--- config.mk ---
export PLATFORM = sky130hd
export DESIGN_NAME = cpu_power_supervisor
export DESIGN_NICKNAME = d
export VERILOG_FILES = /design/src/rtl/cpu_power_supervisor.sv
export SDC_FILE = /design/constraint.sdc
export NUM_CORES = 1
export LEC_CHECK = 0
export CAP_MARGIN = 10
export CORE_MARGIN = 2
export CORE_UTILIZATION = 59
export CTS_CLUSTER_SIZE = 40
export DETAILED_ROUTE_END_ITERATION = 10
export GPL_ROUTABILITY_DRIVEN = 1
export PLACE_DENSITY_LB_ADDON = 0.3
export SLEW_MARGIN = 10
export SYNTH_ARGS = -nofsm -noshare
export SYNTH_HDL_FRONTEND = slang
export SYNTH_SLANG_ARGS = --single-unit
--- constraint.sdc ---
create_clock -name sysclk -period 3.6 [get_ports sysclk]
set_clock_uncertainty 0.05 [all_clocks]
set_input_delay 0.72 -clock sysclk [delete_from_list [all_inputs] [get_ports sysclk]]
set_output_delay 0.72 -clock sysclk [all_outputs]
set_load 0.01 [all_outputs]
--- src/rtl/cpu_power_supervisor.sv ---
// rtl/cpu_power_supervisor.sv - CPU power-up, heartbeat watchdog and retry/fault supervisor
//
// Owns the CPU sequencer enable. Waits for stable board power-good, enables the
// CPU, then watches a software-toggled heartbeat. A boot or watchdog timeout
// power-cycles the CPU up to MAX_RETRIES times before latching a fault.
//
// Ports:
//   sysclk        in   system clock
//   reset_INV     in   asynchronous active-low reset
//   board_pgood   in   board rail power-good (async, synchronised here)
//   cpu_heartbeat in   CPU heartbeat GPIO, any edge counts (async, synchronised here)
//   shutdown_req  in   level request to power the CPU down (async, synchronised here)
//   cpu_enable    out  sequencer enable, registered
//   fault         out  high in FAULT, registered
//   retry_count   out  consecutive timeout restarts, registered
//   state_dbg     out  current state encoding
module cpu_power_supervisor #(
    parameter int unsigned TICK_DIV    = 5000,
    parameter int unsigned PGOOD_TICKS = 10,
    parameter int unsigned BOOT_TICKS  = 30000,
    parameter int unsigned WDT_TICKS   = 2000,
    parameter int unsigned OFF_TICKS   = 50,
    parameter int unsigned MAX_RETRIES = 3
) (
    input  logic       sysclk,
    input  logic       reset_INV,
    input  logic       board_pgood,
    input  logic       cpu_heartbeat,
    input  logic       shutdown_req,
    output logic       cpu_enable,
    output logic       fault,
    output logic [2:0] retry_count,
    output logic [2:0] state_dbg
);

    typedef enum logic [2:0] {
        ST_IDLE        = 3'd0,
        ST_POWER_ON    = 3'd1,
        ST_RUNNING     = 3'd2,
        ST_RESTART_OFF = 3'd3,
        ST_SHUTDOWN    = 3'd4,
        ST_FAULT       = 3'd5
    } state_t;

    localparam logic [12:0] TICK_LAST = 13'(TICK_DIV - 1);
    localparam logic [15:0] PGOOD_T   = 16'(PGOOD_TICKS);
    localparam logic [15:0] BOOT_T    = 16'(BOOT_TICKS);
    localparam logic [15:0] WDT_T     = 16'(WDT_TICKS);
    localparam logic [15:0] OFF_T     = 16'(OFF_TICKS);
    localparam logic [2:0]  MAX_R     = 3'(MAX_RETRIES);

    // Two-stage synchronisers; hb_prev_q is the edge-detect history stage.
    logic pg_meta_q, pg_sync_q;
    logic hb_meta_q, hb_sync_q, hb_prev_q;
    logic sd_meta_q, sd_sync_q;

    logic [12:0] presc_q, presc_d;
    logic [15:0] timer_q, timer_d;
    state_t      state_q, state_d;
    logic [2:0]  retry_q, retry_d;
    logic        cpu_enable_q, cpu_enable_d;
    logic        fault_q, fault_d;

    logic tick;
    logic hb_edge;
    logic timeout;

    always_comb begin
        tick    = (presc_q == TICK_LAST);
        hb_edge = hb_sync_q ^ hb_prev_q;
        presc_d = tick ? 13'd0 : presc_q + 13'd1;

        state_d = state_q;
        retry_d = retry_q;
        timeout = 1'b0;

        // FAULT is terminal; everywhere else shutdown beats pgood loss,
        // which beats heartbeat handling, which beats timeouts.
        if (state_q != ST_FAULT) begin
            if (sd_sync_q) begin
                state_d = ST_SHUTDOWN;
            end else if (!pg_sync_q &&
                         (state_q == ST_POWER_ON || state_q == ST_RUNNING)) begin
                state_d = ST_RESTART_OFF;
            end else begin
                case (state_q)
                    ST_IDLE: begin
                        if (pg_sync_q && timer_q >= PGOOD_T) begin
                            state_d = ST_POWER_ON;
                        end
                    end
                    ST_POWER_ON: begin
                        if (hb_edge) begin
                            state_d = ST_RUNNING;
                        end else if (timer_q >= BOOT_T) begin
                            timeout = 1'b1;
                        end
                    end
                    ST_RUNNING: begin
                        // A heartbeat edge coincident with expiry counts as alive.
                        if (!hb_edge && timer_q >= WDT_T) begin
                            timeout = 1'b1;
                        end
                    end
                    ST_RESTART_OFF: begin
                        if (timer_q >= OFF_T) begin
                            state_d = ST_IDLE;
                        end
                    end
                    ST_SHUTDOWN: begin
                        if (timer_q >= OFF_T) begin
                            state_d = ST_IDLE;
                        end
                    end
                    default: begin
                        state_d = ST_IDLE;
                    end
                endcase
            end
        end

        if (timeout) begin
            if (retry_q == MAX_R) begin
                state_d = ST_FAULT;
            end else begin
                retry_d = retry_q + 3'd1;
                state_d = ST_RESTART_OFF;
            end
        end

        // A deliberate shutdown starts a fresh retry budget.
        if (state_d == ST_SHUTDOWN && state_q != ST_SHUTDOWN) begin
            retry_d = 3'd0;
        end

        if (state_d != state_q ||
            (state_q == ST_RUNNING && hb_edge) ||
            (state_q == ST_IDLE && !pg_sync_q)) begin
            timer_d = 16'd0;
        end else if (tick && timer_q != 16'hFFFF) begin
            timer_d = timer_q + 16'd1;
        end else begin
            timer_d = timer_q;
        end

        // Outputs decode the next state so they change on the same edge as state_q.
        cpu_enable_d = (state_d == ST_POWER_ON) || (state_d == ST_RUNNING);
        fault_d      = (state_d == ST_FAULT);
    end

    always_ff @(posedge sysclk or negedge reset_INV) begin
        if (!reset_INV) begin
            pg_meta_q    <= 1'b0;
            pg_sync_q    <= 1'b0;
            hb_meta_q    <= 1'b0;
            hb_sync_q    <= 1'b0;
            hb_prev_q    <= 1'b0;
            sd_meta_q    <= 1'b0;
            sd_sync_q    <= 1'b0;
            presc_q      <= 13'd0;
            timer_q      <= 16'd0;
            state_q      <= ST_IDLE;
            retry_q      <= 3'd0;
            cpu_enable_q <= 1'b0;
            fault_q      <= 1'b0;
        end else begin
            pg_meta_q    <= board_pgood;
            pg_sync_q    <= pg_meta_q;
            hb_meta_q    <= cpu_heartbeat;
            hb_sync_q    <= hb_meta_q;
            hb_prev_q    <= hb_sync_q;
            sd_meta_q    <= shutdown_req;
            sd_sync_q    <= sd_meta_q;
            presc_q      <= presc_d;
            timer_q      <= timer_d;
            state_q      <= state_d;
            retry_q      <= retry_d;
            cpu_enable_q <= cpu_enable_d;
            fault_q      <= fault_d;
        end
    end

    assign cpu_enable  = cpu_enable_q;
    assign fault       = fault_q;
    assign retry_count = retry_q;
    assign state_dbg   = state_q;

endmodule

==> impl_metrics.yaml, run 1 <==
status:
  outcome: "finished, final reports clean"
floorplan:
  die_y_um: 66.7
  fp.dieW_um: 66.7
  pin_count: 13
  start_util: 0.624
  fp-row-count: 22
  die_area_mm2: 0.00444
  core_area_mm2: 0.00372
timing:
  fmax_ghz: 0.338
  tns_ps: 0
  max_slew_margin: 0.383
  fin_crit_sh: 0.821
  finalSetupViolCount: 0
  hold_violations: 0
  tightest_slew_ps: 925
  worst_slack_ps: 645
  rsz0062_at_grt: "no"
  holdWs_ps: 300
  slew_violations: 0
  period_minus_slack_ps: 2960
clock_network:
  clock_path_buffers: 2
  cts_resized: 0
  root_buffer: "clkbuf_8"
  cts.sinks: 44
  numCtsBuffers: 5
  cts_tree: "done"
  hold_buffers: 0
  clk_pin_slew_ps: 80
  clock_latency_ps: 300
  cts_max_level: 2
  post-cts-setup-buffers: 0
yosys:
  syn_area_mm2: 0.00232
  synthCells: 239
  synth_nets: 249
  seq_area_frac_synth: 0.475
  async_flop_share: 1.00
  synth-seq-cells: 44
  synth_cell_types: 48
  synth_edf_count: 0
  avgSynthCellArea_um2: 9.70
  synth-main-ff-cell: "dfrtp_1"
  yosys_warnings: 0
hold_path:
  hold_path.class: "reg -> reg"
placement:
  hpwl_mm: 2.87
  dpl_cell_area_mm2: 0.00246
  gp_routability_congestion: 0.920
  dp.cells: 292
  pre_cts_slack_ps: 661
  port_buffers: 12
grt:
  top_usage_layer: "met2"
  grt_pass1_wl_mm: 7.49
  antenna_found_initial: 0
  grtUsageMet1: 0.309
  grt_overflow: 0
  met3_usage: 0.0473
  grt_max_degree: 45
  grt_usage: 0.223
  grt_pass1_vias: 1678
  grt_use_met2: 0.344
worst_setup_path:
  cp_max_fo: 16
  crit_type: "reg -> reg"
  cp-start-kind: "register"
  critPathRequiredTime_ps: 3690
  end_kind: "register"
  cp.arrival_ps: 3050
layout:
  instances_no_fill: 300
  drive_gt1_frac: 0.0754
  fin_nets: 261
  antenna_cells: 0
  syn_to_final_growth_pct: 11.0
  fillers: 296
  fin_area_mm2: 0.00257
route:
  dr.pass1.iters: 4
  drc: 0
  routedWlPerCell_um: 14.0
  drt_wl_total_mm: 4.19
  drtIter0Drc: 149
  vias: 1725
  ant_nets: 0
  viasPerCell: 5.75
run:
  cap_violations: 0
power_and_ir_drop:
  p_leak_nw: 1.05
  vdd_drop_max_v: 0.000298
  power_density_mw_per_mm2: 346
-- kinds of logic (layout without fill, tap and decap cells) --
logic type	Yosys count	in the layout	share of synthesized area
xor+xnor	28	28	0.106
compound gates	41	41	0.131
fa+ha+maj	5	5	0.0270
flops	44	44	0.475
buf+inv	21	34	0.0378
simple gates	99	99	0.219
mux	1	1	0.00432
-- area by class of cell --
class	instances	area [µm²]	area share
Clock buffer	5	68.8	0.0268
Sequential cell	44	1100	0.428
Clock inverter	3	42.5	0.0165
Multi-Input combinational cell	174	1130	0.439
Timing Repair Buffer	13	123	0.0477
Inverter	13	48.8	0.0190
Tap cell	48	60.1	0.0233
-- layout by cell type (no fill, tap or decap), types with 5 or more instances in the layout --
cell and instances:
a21oi_1 9, clkbuf_8 5, clkdlybuf4s50_1 11, dfrtp_1 44
ha_1 5, inv_1 13, nand2_1 11, nand3_1 8
nand4_1 5, nor2_1 39, nor3_1 7, o21ai_0 6
xnor2_1 21, xor2_1 7
-- routing by layer --
| layer | up-vias | wire length, µm | part of all wire |
|---|---|---|---|
| li1 | 859 | - | - |
| met1 | 825 | 2010 | 0.48 |
| met2 | 34 | 1990 | 0.47 |
| met3 | 7 | 144 | 0.034 |
| met4 | 0 | 52 | 0.012 |
| met5 | - | 0 | 0 |
-- registers in the layout, summed over array words and instances (netlist names) --
name         flops
sd_meta_q        1
state_dbg        3
timer_q         16
presc_q         13
pg_meta_q        1
retry_count      3
hb_meta_q        1
cpu_enable       1
hb_sync_q        1
pg_sync_q        1
sd_sync_q        1
fault            1
hb_prev_q        1
-- synthesized netlist by cell type, types with 2 or more instances --
| cell | instances | area share |
|---|---|---|
| a2111oi_0 | 2 | 0.0076 |
| a211o_1 | 2 | 0.0076 |
| a211oi_2 | 2 | 0.011 |
| a21boi_0 | 2 | 0.0065 |
| a21oi_1 | 9 | 0.019 |
| a31oi_1 | 3 | 0.0081 |
| and2_1 | 3 | 0.0081 |
| and3_1 | 3 | 0.0081 |
| clkbuf_1 | 6 | 0.0097 |
| dfrtp_1 | 44 | 0.48 |
| ha_1 | 5 | 0.027 |
| inv_1 | 13 | 0.021 |
| nand2_1 | 11 | 0.018 |
| nand2b_1 | 4 | 0.011 |
| nand3_1 | 8 | 0.017 |
| nand4_1 | 5 | 0.013 |
| nor2_1 | 39 | 0.063 |
| nor2b_1 | 2 | 0.0054 |
| nor3_1 | 7 | 0.015 |
| nor4_1 | 4 | 0.011 |
| o21ai_0 | 6 | 0.013 |
| o21bai_1 | 2 | 0.0065 |
| o31ai_1 | 3 | 0.0097 |
| or3_1 | 2 | 0.0054 |
| or4_1 | 3 | 0.0097 |
| xnor2_1 | 21 | 0.079 |
| xor2_1 | 7 | 0.026 |
-- worst paths after layout --
path,start,endpoint,slack (ps),depth (start not counted)
max,timer_q[6],timer_q[3],640,7
min,hb_meta_q,hb_sync_q,300,0
max reg2reg,timer_q[6],timer_q[3],640,7
min reg2reg,hb_meta_q,hb_sync_q,300,0
max in group asynchronous,reset_INV,hb_meta_q,2410,1
min in group asynchronous,reset_INV,presc_q[2],510,1
-- worst max-delay path: stages (launching register included) --
cell and delay [ps]:
dfrtp_1 460, nand4_1 190, or4_1 510, a311o_1 420, a21oi_2 350, a211oi_2 90
o221ai_2 610, nor3b_1 120
-- metrics by stage --
step           power [mW]   util
2_1_floorplan       0.516      -
3_3_place_gp        0.531  0.662
3_5_place_dp        0.532  0.662
4_1_cts             0.902  0.692
5_1_grt             0.930  0.692
6_report            0.891  0.692
-- where the power goes --
part / switching (mW) / internal [mW]
Combinational: 0.0124 / 0.00692
Clock: 0.165 / 0.205
Sequential: 0.00380 / 0.498
Note: power is estimated with default switching activity, not from simulation.
==> run 2: changes to the inputs <==
--- a/config.mk
+++ b/config.mk
@@ -7,7 +7,7 @@
 export LEC_CHECK = 0
 export CAP_MARGIN = 10
 export CORE_MARGIN = 2
-export CORE_UTILIZATION = 59
+export CORE_UTILIZATION = 53
 export CTS_CLUSTER_SIZE = 40
 export DETAILED_ROUTE_END_ITERATION = 10
 export GPL_ROUTABILITY_DRIVEN = 1
==> constraint.sdc (replaced) <==
create_clock -name sysclk -period 2.49 [get_ports sysclk]
set_clock_uncertainty 0.05 [all_clocks]
set_input_delay 0.498 -clock sysclk [delete_from_list [all_inputs] [get_ports sysclk]]
set_output_delay 0.498 -clock sysclk [all_outputs]
set_load 0.01 [all_outputs]
==> impl_metrics.yaml, run 2 (synthesis results as in run 1) <==
status:
  outcome: "finished, final reports clean"
clock_network:
  cts.sinks: 44
  numCtsBuffers: 5
  root_buffer: "clkbuf_8"
  cts_max_level: 2
  cts_tree: "done"
  clock_latency_ps: 300
  clock_path_buffers: 2
  clk_pin_slew_ps: 90
worst_setup_path:
  cp.arrival_ps: 2590
  cp-start-kind: "register"
  critPathRequiredTime_ps: 2660
  crit_slowest_cell: "or4_1"
  critical_path.cell_chain: "or4_1 -> a311o_1 -> a21bo_2 -> a211oi_2 -> o221ai_2 -> buf_12 -> nor3b_2"
  cp_slowest_stage_delay_ps: 530
  crit_type: "reg -> reg"
  end_kind: "register"
  cp_max_fo: 16
timing:
  tns_ps: 0
  max_slew_margin: 0.657
  finalSetupViolCount: 0
  slew_violations: 0
  hold_violations: 0
  fin_crit_sh: 0.972
  period_minus_slack_ps: 2420
  tightest_slew_ps: 514
  rsz0062_at_grt: "yes"
  fmax_ghz: 0.413
layout:
  most-common-layout-cells: "dfrtp_1 (43), nor2_1 (38), buf_4 (37)"
  fin_area_mm2: 0.00296
  largest_registers: "timer_q: 16 flops, presc_q: 13 flops"
  top_register: "timer_q"
  largest_reg_flops: 16
  instances_no_fill: 341
  antenna_cells: 0
  syn_to_final_growth_pct: 27.6
  fin_nets: 298
  drive_gt1_frac: 0.239
  utilization: 0.689
  final_common_cell: "dfrtp_1"
floorplan:
  die_y_um: 70.1
  core_area_mm2: 0.00429
  fp-row-count: 24
  start_util: 0.540
  die_area_mm2: 0.00492
  pin_count: 13
  fp.dieW_um: 70.1
grt:
  antenna_found_initial: 0
  grt_overflow: 0
  grt_pass1_wl_mm: 9.37
  grt_pass1_vias: 1923
  grt_usage: 0.245
  grt_max_degree: 23
placement:
  port_buffers: 12
  gp_routability_congestion: 0.998
  dpl_cell_area_mm2: 0.00273
  dp.cells: 328
  hpwl_mm: 3.74
route:
  dr.pass1.iters: 4
  ant_nets: 0
  drc: 0
  vias: 1917
  drt_wl_total_mm: 5.49
  routedWlPerCell_um: 16.1
  viasPerCell: 5.62
  drtIter0Drc: 161
power_and_ir_drop:
  switching_power_mw: 0.283
  pwr-share-comb: 0.025
  sw_frac_of_total: 0.211
  p_leak_nw: 1.27
  power_density_mw_per_mm2: 454
  vdd_drop_max_v: 0.000404
  pwr-share-clk: 0.435
  pwr-share-seq: 0.540
  p_int_mw: 1.06
  finalPower_mw: 1.34
run:
  cap_violations: 0
hold_path:
  hold_path.class: "in -> async"
-- run 2: cell type report --
class	count	area, µm²
Clock buffer	6	82.6
Clock inverter	2	38.8
Fill cell	314	1340
Inverter	13	48.8
Multi-Input combinational cell	174	1210
Sequential cell	44	1100
Tap cell	52	65.1
Timing Repair Buffer	50	413
-- run 2: what timing repair did --
action / CTS / global route
hold buffers: 0 / 0
endpoints found under the setup margin: 16 / 16
gates resized for setup: 3 / 13
buffers inserted: 2 / 3
pin swaps: 3 / 3
-- run 2: power groups by stage --
stage                     Sequential, mW  Combinational (mW)  Clock (mW)
after floorplan                    0.737             0.00930           0
after global placement             0.739              0.0330           0
after detailed placement           0.740              0.0337           0
after CTS                          0.726              0.0343       0.603
after global routing               0.727              0.0376       0.629
final                              0.726              0.0334       0.584
-- run 2: metrics by stage --
| step | hold slack, ps | worst slack [ps] |
|---|---|---|
| 4_1_cts | 103 | 3.92 |
| 3_5_place_dp | 285 | -119 |
| 3_3_place_gp | 283 | 9.83 |
| 2_1_floorplan | 152 | 14.9 |
| 5_1_grt | 129 | -39.9 |
| 6_report | 106 | 70.3 |
-- run 2: path summary, 6_finish.rpt --
kind	startpoint	endpoint	slack (ps)	cells past startpoint
worst max-delay path	timer_q[11]	timer_q[3]	70	7
worst min-delay path	reset_INV	timer_q[6]	110	1
worst max register to register	timer_q[11]	timer_q[3]	70	7
worst min register to register	hb_meta_q	hb_sync_q	300	0
max in group asynchronous	reset_INV	timer_q[11]	1680	2
min in group sysclk	hb_meta_q	hb_sync_q	300	0
-- run 2: routing by layer --
layer,GRT usage,up-vias,part of all wire
li1,-,925,-
met1,0.332,919,0.42
met2,0.396,61,0.51
met3,0.0491,12,0.050
met4,0.0791,0,0.020
met5,0,-,0
-- run 2: critical path: cells and delay by family, from the launching register on --
kind / cells / cell delay [ps]
buffers and inverters: 1 / 180
flip-flops: 1 / 470
AND/OR/NAND/NOR: 2 / 690
AO/OA/AOI/OAI: 4 / 960
